File: src/rtl/tape_ear_decoder_pkg.sv
// Shared tape-link definitions: tone defaults, half-wave classes, error codes, decoder states.
// Also used by the playback generator side of the link.
package tape_ear_decoder_pkg;

  localparam int unsigned DEF_CLK_FREQ   = 27000000;
  localparam int unsigned DEF_BIT0_FREQ  = 2400;
  localparam int unsigned DEF_BIT1_FREQ  = 1200;
  localparam int unsigned DEF_PILOT_LOCK = 4;

  // Half-wave length in clocks of a square tone at freq.
  function automatic int unsigned half_wave(input int unsigned clk_freq, input int unsigned freq);
    return clk_freq / (2 * freq);
  endfunction

  typedef enum logic [1:0] {
    HW_GLITCH  = 2'd0,
    HW_SHORT   = 2'd1,
    HW_LONG    = 2'd2,
    HW_TIMEOUT = 2'd3
  } hw_class_e;

  localparam logic [1:0] ERR_GLITCH  = 2'd1;
  localparam logic [1:0] ERR_PAIR    = 2'd2;
  localparam logic [1:0] ERR_TIMEOUT = 2'd3;

  typedef enum logic [1:0] {
    ST_SEEK  = 2'd0,
    ST_ARMED = 2'd1,
    ST_DATA  = 2'd2
  } state_e;

endpackage

File: src/rtl/tape_ear_decoder_pulse_meter.sv
// EAR front end: synchronises ear_in, detects either edge, measures half-wave width
// and emits one classified strobe per half-wave (or one when the width saturates).
module tape_ear_decoder_pulse_meter
  import tape_ear_decoder_pkg::*;
#(
  parameter int unsigned MIN_W   = 2812,
  parameter int unsigned SPLIT_W = 8437,
  parameter int unsigned MAX_W   = 16875
) (
  input  logic       clk,
  input  logic       reset,
  input  logic       ear_in,
  output logic       hw_valid,
  output logic [1:0] hw_class
);

  localparam logic [15:0] MIN16   = 16'(MIN_W);
  localparam logic [15:0] SPLIT16 = 16'(SPLIT_W);
  localparam logic [15:0] MAX16   = 16'(MAX_W);

  logic        sync1, sync2, sync3;
  logic        edge_det;
  logic [15:0] width;
  hw_class_e   cls_now;
  hw_class_e   class_q;
  logic        valid_q;

  // Two-flop synchroniser followed by the edge reference register.
  always_ff @(posedge clk) begin
    if (reset) begin
      sync1 <= 1'b0;
      sync2 <= 1'b0;
      sync3 <= 1'b0;
    end else begin
      sync1 <= ear_in;
      sync2 <= sync1;
      sync3 <= sync2;
    end
  end

  assign edge_det = sync2 ^ sync3;

  // Classify the width accumulated so far; anything past MAX is a timeout.
  always_comb begin
    cls_now = HW_TIMEOUT;
    if (width < MIN16)
      cls_now = HW_GLITCH;
    else if (width < SPLIT16)
      cls_now = HW_SHORT;
    else if (width <= MAX16)
      cls_now = HW_LONG;
  end

  // Width counter restarting at 1 on each edge, saturating at MAX+1; the
  // saturation step (pre-increment value == MAX) raises the single timeout strobe.
  always_ff @(posedge clk) begin
    if (reset) begin
      width   <= '0;
      valid_q <= 1'b0;
      class_q <= HW_GLITCH;
    end else begin
      valid_q <= 1'b0;
      if (edge_det) begin
        width   <= 16'd1;
        valid_q <= 1'b1;
        class_q <= cls_now;
      end else if (width <= MAX16) begin
        width <= width + 16'd1;
        if (width == MAX16) begin
          valid_q <= 1'b1;
          class_q <= HW_TIMEOUT;
        end
      end
    end
  end

  assign hw_valid = valid_q;
  assign hw_class = class_q;

endmodule

File: src/rtl/tape_ear_decoder.sv
// Tape EAR receiver: pilot lock, bit-pair decoding into MSB-first bytes,
// per-block byte count and XOR checksum, error reporting.
module tape_ear_decoder
  import tape_ear_decoder_pkg::*;
#(
  parameter int unsigned CLK_FREQ   = DEF_CLK_FREQ,
  parameter int unsigned BIT0_FREQ  = DEF_BIT0_FREQ,
  parameter int unsigned BIT1_FREQ  = DEF_BIT1_FREQ,
  parameter int unsigned PILOT_LOCK = DEF_PILOT_LOCK
) (
  input  logic        clk,
  input  logic        reset,
  input  logic        enable,
  input  logic        ear_in,
  input  logic [15:0] blk_len,
  output logic [7:0]  byte_data,
  output logic        byte_valid,
  output logic        block_done,
  output logic        chk_ok,
  output logic        locked,
  output logic        err,
  output logic [1:0]  err_code
);

  localparam int unsigned BIT0_HALF = half_wave(CLK_FREQ, BIT0_FREQ);
  localparam int unsigned BIT1_HALF = half_wave(CLK_FREQ, BIT1_FREQ);
  localparam int unsigned MIN_W     = BIT0_HALF / 2;
  localparam int unsigned SPLIT_W   = (BIT0_HALF + BIT1_HALF) / 2;
  localparam int unsigned MAX_W     = BIT1_HALF * 3 / 2;
  localparam logic [7:0]  LOCK_LAST = 8'(PILOT_LOCK - 1);

  logic       hw_valid;
  logic [1:0] hw_class_raw;
  hw_class_e  hw_cls;

  tape_ear_decoder_pulse_meter #(
    .MIN_W   (MIN_W),
    .SPLIT_W (SPLIT_W),
    .MAX_W   (MAX_W)
  ) u_meter (
    .clk      (clk),
    .reset    (reset),
    .ear_in   (ear_in),
    .hw_valid (hw_valid),
    .hw_class (hw_class_raw)
  );

  assign hw_cls = hw_class_e'(hw_class_raw);

  state_e      state_q, state_n;
  logic [7:0]  pilot_q, pilot_n;
  logic [15:0] len_q, len_n;
  logic [15:0] bytes_q, bytes_n;
  logic [7:0]  xor_q, xor_n;
  logic [7:0]  shift_q, shift_n;
  logic [2:0]  bits_q, bits_n;
  logic        half_q, half_n;
  logic        first_long_q, first_long_n;
  logic [7:0]  byte_data_q, byte_data_n;
  logic        byte_valid_q, byte_valid_n;
  logic        block_done_q, block_done_n;
  logic        chk_ok_q, chk_ok_n;
  logic        err_q, err_n;
  logic [1:0]  err_code_q, err_code_n;

  logic        new_bit;
  logic [7:0]  shifted;
  logic [7:0]  xor_next;
  logic [15:0] bytes_inc;

  assign new_bit   = (hw_cls == HW_LONG);
  assign shifted   = {shift_q[6:0], new_bit};
  assign xor_next  = xor_q ^ shifted;
  assign bytes_inc = bytes_q + 16'd1;

  // State and datapath registers.
  always_ff @(posedge clk) begin
    if (reset) begin
      state_q      <= ST_SEEK;
      pilot_q      <= '0;
      len_q        <= '0;
      bytes_q      <= '0;
      xor_q        <= '0;
      shift_q      <= '0;
      bits_q       <= '0;
      half_q       <= 1'b0;
      first_long_q <= 1'b0;
      byte_data_q  <= '0;
      byte_valid_q <= 1'b0;
      block_done_q <= 1'b0;
      chk_ok_q     <= 1'b0;
      err_q        <= 1'b0;
      err_code_q   <= '0;
    end else begin
      state_q      <= state_n;
      pilot_q      <= pilot_n;
      len_q        <= len_n;
      bytes_q      <= bytes_n;
      xor_q        <= xor_n;
      shift_q      <= shift_n;
      bits_q       <= bits_n;
      half_q       <= half_n;
      first_long_q <= first_long_n;
      byte_data_q  <= byte_data_n;
      byte_valid_q <= byte_valid_n;
      block_done_q <= block_done_n;
      chk_ok_q     <= chk_ok_n;
      err_q        <= err_n;
      err_code_q   <= err_code_n;
    end
  end

  // Next-state logic: pilot counting, arming, pair decoding, byte/block completion, errors.
  always_comb begin
    state_n      = state_q;
    pilot_n      = pilot_q;
    len_n        = len_q;
    bytes_n      = bytes_q;
    xor_n        = xor_q;
    shift_n      = shift_q;
    bits_n       = bits_q;
    half_n       = half_q;
    first_long_n = first_long_q;
    byte_data_n  = byte_data_q;
    byte_valid_n = 1'b0;
    block_done_n = 1'b0;
    chk_ok_n     = chk_ok_q;
    err_n        = 1'b0;
    err_code_n   = err_code_q;

    if (!enable) begin
      state_n = ST_SEEK;
      pilot_n = '0;
      bytes_n = '0;
      bits_n  = '0;
      half_n  = 1'b0;
      xor_n   = '0;
    end else if (hw_valid) begin
      unique case (state_q)
        ST_SEEK: begin
          if (hw_cls == HW_LONG) begin
            if (pilot_q == LOCK_LAST) begin
              state_n = ST_ARMED;
              pilot_n = '0;
              len_n   = (blk_len == '0) ? 16'd1 : blk_len;
              bytes_n = '0;
              xor_n   = '0;
            end else begin
              pilot_n = pilot_q + 8'd1;
            end
          end else begin
            pilot_n = '0;
          end
        end
        ST_ARMED: begin
          unique case (hw_cls)
            HW_LONG: ;
            HW_SHORT: begin
              // This short half-wave is already the first half of bit 7 of byte 0.
              state_n      = ST_DATA;
              half_n       = 1'b1;
              first_long_n = 1'b0;
              bits_n       = '0;
              shift_n      = '0;
            end
            default: state_n = ST_SEEK;
          endcase
        end
        ST_DATA: begin
          if (hw_cls == HW_GLITCH) begin
            state_n    = ST_SEEK;
            err_n      = 1'b1;
            err_code_n = ERR_GLITCH;
          end else if (hw_cls == HW_TIMEOUT) begin
            state_n    = ST_SEEK;
            err_n      = 1'b1;
            err_code_n = ERR_TIMEOUT;
          end else if (!half_q) begin
            half_n       = 1'b1;
            first_long_n = new_bit;
          end else begin
            half_n = 1'b0;
            if (new_bit != first_long_q) begin
              state_n    = ST_SEEK;
              err_n      = 1'b1;
              err_code_n = ERR_PAIR;
            end else begin
              shift_n = shifted;
              bits_n  = bits_q + 3'd1;
              if (bits_q == 3'd7) begin
                byte_valid_n = 1'b1;
                byte_data_n  = shifted;
                xor_n        = xor_next;
                bytes_n      = bytes_inc;
                if (bytes_inc == len_q) begin
                  block_done_n = 1'b1;
                  chk_ok_n     = (xor_next == '0);
                  state_n      = ST_SEEK;
                end
              end
            end
          end
        end
        default: state_n = ST_SEEK;
      endcase
    end
  end

  assign byte_data  = byte_data_q;
  assign byte_valid = byte_valid_q;
  assign block_done = block_done_q;
  assign chk_ok     = chk_ok_q;
  assign locked     = (state_q != ST_SEEK);
  assign err        = err_q;
  assign err_code   = err_code_q;

endmodule

File: config.mk
export PLATFORM = sky130hd
export DESIGN_NAME = tape_ear_decoder
export DESIGN_NICKNAME = d
export VERILOG_FILES = /design/src/rtl/tape_ear_decoder_pkg.sv /design/src/rtl/tape_ear_decoder_pulse_meter.sv /design/src/rtl/tape_ear_decoder.sv
export SDC_FILE = /design/constraint.sdc
export NUM_CORES = 1
export LEC_CHECK = 0
export ABC_AREA = 1
export CAP_MARGIN = 20
export CORE_MARGIN = 4
export CORE_UTILIZATION = 54
export DETAILED_ROUTE_END_ITERATION = 10
export PLACE_DENSITY = 0.83
export SETUP_SLACK_MARGIN = 0.1
export SKIP_CTS_REPAIR_TIMING = 1
export SYNTH_ARGS = -nofsm -noshare
export SYNTH_HDL_FRONTEND = slang
export SYNTH_SLANG_ARGS = --single-unit
File: constraint.sdc
create_clock -name clk -period 1.99 [get_ports clk]
set_clock_uncertainty 0.2 [all_clocks]
set_input_delay 0.398 -clock clk [delete_from_list [all_inputs] [get_ports clk]]
set_output_delay 0.398 -clock clk [all_outputs]
set_load 0.005 [all_outputs]
==> summary.md <==
| Metric | Value |
|---|---|
| Outcome | `finished, violations left` |
| Failing checks | `setup timing` |
| RSZ-0062 raised after global routing | `yes` |
| Final Hold Violating Endpoints | `0` |
| Highest clock rate | `0.433 GHz` |
| Wire length on met3 | `1560 um` |
| Worst Path Max Fanout | `9` |
| Row count | `35` |
| Yosys reg bits | `98` |
| Critical path endpoint | `bytes_q[8]$_SDFFE_PP0P_` |
| Layout overhead on the synthesized area | `41.1%` |
| CP max-delay cell | `dfxtp_1` |
| DR WL met2 | `8900 um` |
| Syn_area_per_cell | `7.08 um2` |
| Synth warn | `0` |
| PD cells | `472 nW/um2` |
| Initial DRT Pass Iterations | `6` |
| Top cell type's share of synthesized area | `37.3%` |
| Longest Clk Path Bufs | `2` |
| Max VDD drop | `0.000473 V` |
| Die W | `107 um` |
| Routability cong. | `0.926` |
| Worst-Margin Slew | `0.411 ns` |
| Sequential Power Share | `56.5%` |
| Ratio of cells with drive above 1 in the final layout | `33.8%` |
| FF-to-FF End | `bytes_q[8]$_SDFFE_PP0P_` |
| Final cell count without fillers | `1019` |
| Largest stage delay, worst path | `0.42 ns` |
| Initial antenna violation count | `0` |
| Inserted Clock Buffers | `9` |
| Clk Latency, worst-skew pair | `0.38 ns` |
| Worst Path Arrival | `2.39 ns` |
| Via density | `6.07` |
| Vias in the first global route | `5316` |
| # diodes | `0` |
| Primary FF master, synth | `dfxtp_1` |
| DP Cell Count | `978` |
| Final Cycle Share | `116%` |
| Top-count cell post-synth | `nand2_1` |
| Clock Power Share | `35.2%` |
| Worst slew margin | `72.4%` |
| Fraction of registers with async set/reset | `0%` |
| Nets | `915` |
| Register area | `1990 um2` |
| DP Area | `6460 um2` |
| Post-synth EDFFs | `0` |
| Fin Hold WS | `0.229 ns` |
| Die Height | `107 um` |
| Cell taking the most area after synthesis | `dfxtp_1` |
| Leakage | `0.00290 uW` |
| Unique masters post-synth | `46` |
| Net switching power | `955 uW` |
| Mapped Nets | `774` |
| R2r worst-path depth | `8` |
| Top Metal Used | `met4` |
| Clk pin slew, worst setup/hold paths | `0.11 ns` |
| Residual DRC count | `0` |
| Num ports | `35` |
| First-pass GRT wire length | `23900 um` |
| Grt total ovfl | `0` |
| Routed via count | `6189` |
| Sw frac | `27.2%` |
| Reg2reg setup slack | `-0.32 ns` |
| CTS Root Cell | `clkbuf_8` |
| Tightest Hold Check Type | `reg2reg` |
| H-tree Lvls | `3` |
| Critical path class | `reg2reg` |
| CP Data Required Time | `2.08 ns` |
| Largest net degree at the start of global routing | `28` |
| Worst setup EP type | `flop` |
| Combinational power share | `8.3%` |
| Critical R2R Launch | `state_q[1]$_SDFFE_PP0P_` |
| Final Setup Violations | `66` |
| Top cells by area, synth | `dfxtp_1, nand2_1, a21oi_1` |
| CTS tree | `done` |
| Startpoint Class | `flop` |
| Post-synthesis cell count | `744` |
| CTS Sinks | `98` |
| Power Internal | `2550 uW` |
| Initial DRC Count | `610` |
| Multi-input gate area | `3350 um2` |
| Critical Path Source | `state_q[1]$_SDFFE_PP0P_` |
| Final ANT Viol Nets | `0` |
| Setup slack after layout | `-0.319 ns` |
| Setup TNS Final | `-9.70 ns` |
| DPL Wire Length | `10700 um` |
| Final Instance Area | `7430 um2` |
| WL final | `18800 um` |
| Number of I/O port buffers | `34` |
| Post-layout minimum cycle time | `2.31 ns` |
| Die area | `11400 um2` |
| Total global-route track usage | `25.4%` |
| CP cell instances | `inv_1 > nor2_4 > inv_2 > a2111oi_4 > buf_4 > buf_12 > nand2_1 > a21oi_1` |
| Initial Util | `56.2%` |
| Slew Limit Fails | `0` |
| Top cells by count, synth | `nand2_1, inv_1, dfxtp_1` |
| Wire per inst | `18.5 um` |
| Routed metal-1 wire length | `7110 um` |
| Core ar. | `9370 um2` |
| Fillers | `569` |
| Max_cap viols | `0` |
| Register area share after synthesis | `37.3%` |
| Post-Synthesis Cell Area | `5270 um2` |
[power groups by stage]
stage / clock (uW) / combinational (uW) / sequential (uW)
after floorplan: 0 / 109 / 2020
after global placement: 0 / 211 / 2020
after detailed placement: 0 / 219 / 2030
after CTS: 1230 / 220 / 1980
after global routing: 1310 / 306 / 1980
final: 1230 / 291 / 1980
[state kept, by name, summed over array words and instances, names as in the netlist, 2 cells and up]
signal	count
xor_q	8
shift_q	7
err_code	2
bytes_q	16
len_q	16
u_meter.hw_class	2
bits_q	3
u_meter.width	16
state_q	2
byte_data	8
pilot_q	8
[cell type report]
cell class / instances / share of cell area, %
inverters: 107 / 5.59
repair buffers: 148 / 17.9
well taps: 129 / 2.17
multi-input cells: 521 / 45.1
clock inverters: 7 / 0.724
clock buffers: 9 / 1.67
flip-flops and latches: 98 / 26.8
[kinds of logic (layout without fill, tap and decap cells)]
logic type / Yosys count / count (layout) / share of synthesized area [%]
buf+inv: 125 / 271 / 9.34
fa+ha+maj: 10 / 10 / 2.38
xor+xnor: 21 / 21 / 4.30
compound gates: 160 / 160 / 17.4
simple gates: 330 / 330 / 29.3
flops: 98 / 98 / 37.3
[critical path, delay by kind of cell, from the launching register on]
kind / cells / cell delay, ns
simple gates: 2 / 0.32
compound gates: 2 / 0.61
flops: 1 / 0.42
buf+inv: 4 / 0.67
[worst min path at each step]
stage                                        start                  endpoint  slack (ns)  cells after the start
after CTS                 u_meter.sync1$_SDFF_PP0_  u_meter.sync2$_SDFF_PP0_        0.24                      2
after global routing      u_meter.sync1$_SDFF_PP0_  u_meter.sync2$_SDFF_PP0_        0.26                      2
final                     u_meter.sync1$_SDFF_PP0_  u_meter.sync2$_SDFF_PP0_        0.23                      2
after detailed placement  u_meter.sync1$_SDFF_PP0_  u_meter.sync2$_SDFF_PP0_        0.23                      2
after floorplan           u_meter.sync1$_SDFF_PP0_  u_meter.sync2$_SDFF_PP0_        0.19                      2
after global placement    u_meter.sync1$_SDFF_PP0_  u_meter.sync2$_SDFF_PP0_        0.20                      2
[placed cells by master (no fill, tap or decap), drive strengths merged, types with 4 or more instances in the layout]
cell type,Yosys,layout
a21oi,85,85
o211ai,4,4
o21ai,44,44
buf,9,111
nor3,15,15
dfxtp,98,98
clkdlybuf4s50,0,34
nand2,163,163
nand4,17,17
clkbuf,9,12
a211oi,13,13
ha,10,10
clkinv,1,4
nand3,48,48
xor2,12,12
xnor2,6,6
inv,106,107
nor4,11,11
nor2,69,69
[layer usage]
metal | vias to the layer above | GRT usage (%)
met2 | 441 | 43.0
li1 | 2741 | -
met1 | 2866 | 31.9
met5 | - | 0
met4 | 0 | 11.2
met3 | 141 | 3.91
[per-stage QoR]
step | total power, uW | worst slack, ns | utilization (%)
floorplan | 2130 | -0.0262 | -
global placement | 2240 | -0.156 | 69.0
detailed placement | 2240 | -0.151 | 69.0
CTS | 3430 | -0.283 | 70.9
global route | 3600 | -0.460 | 79.3
finish | 3510 | -0.319 | 79.3
(Power assumes the default switching activity.)
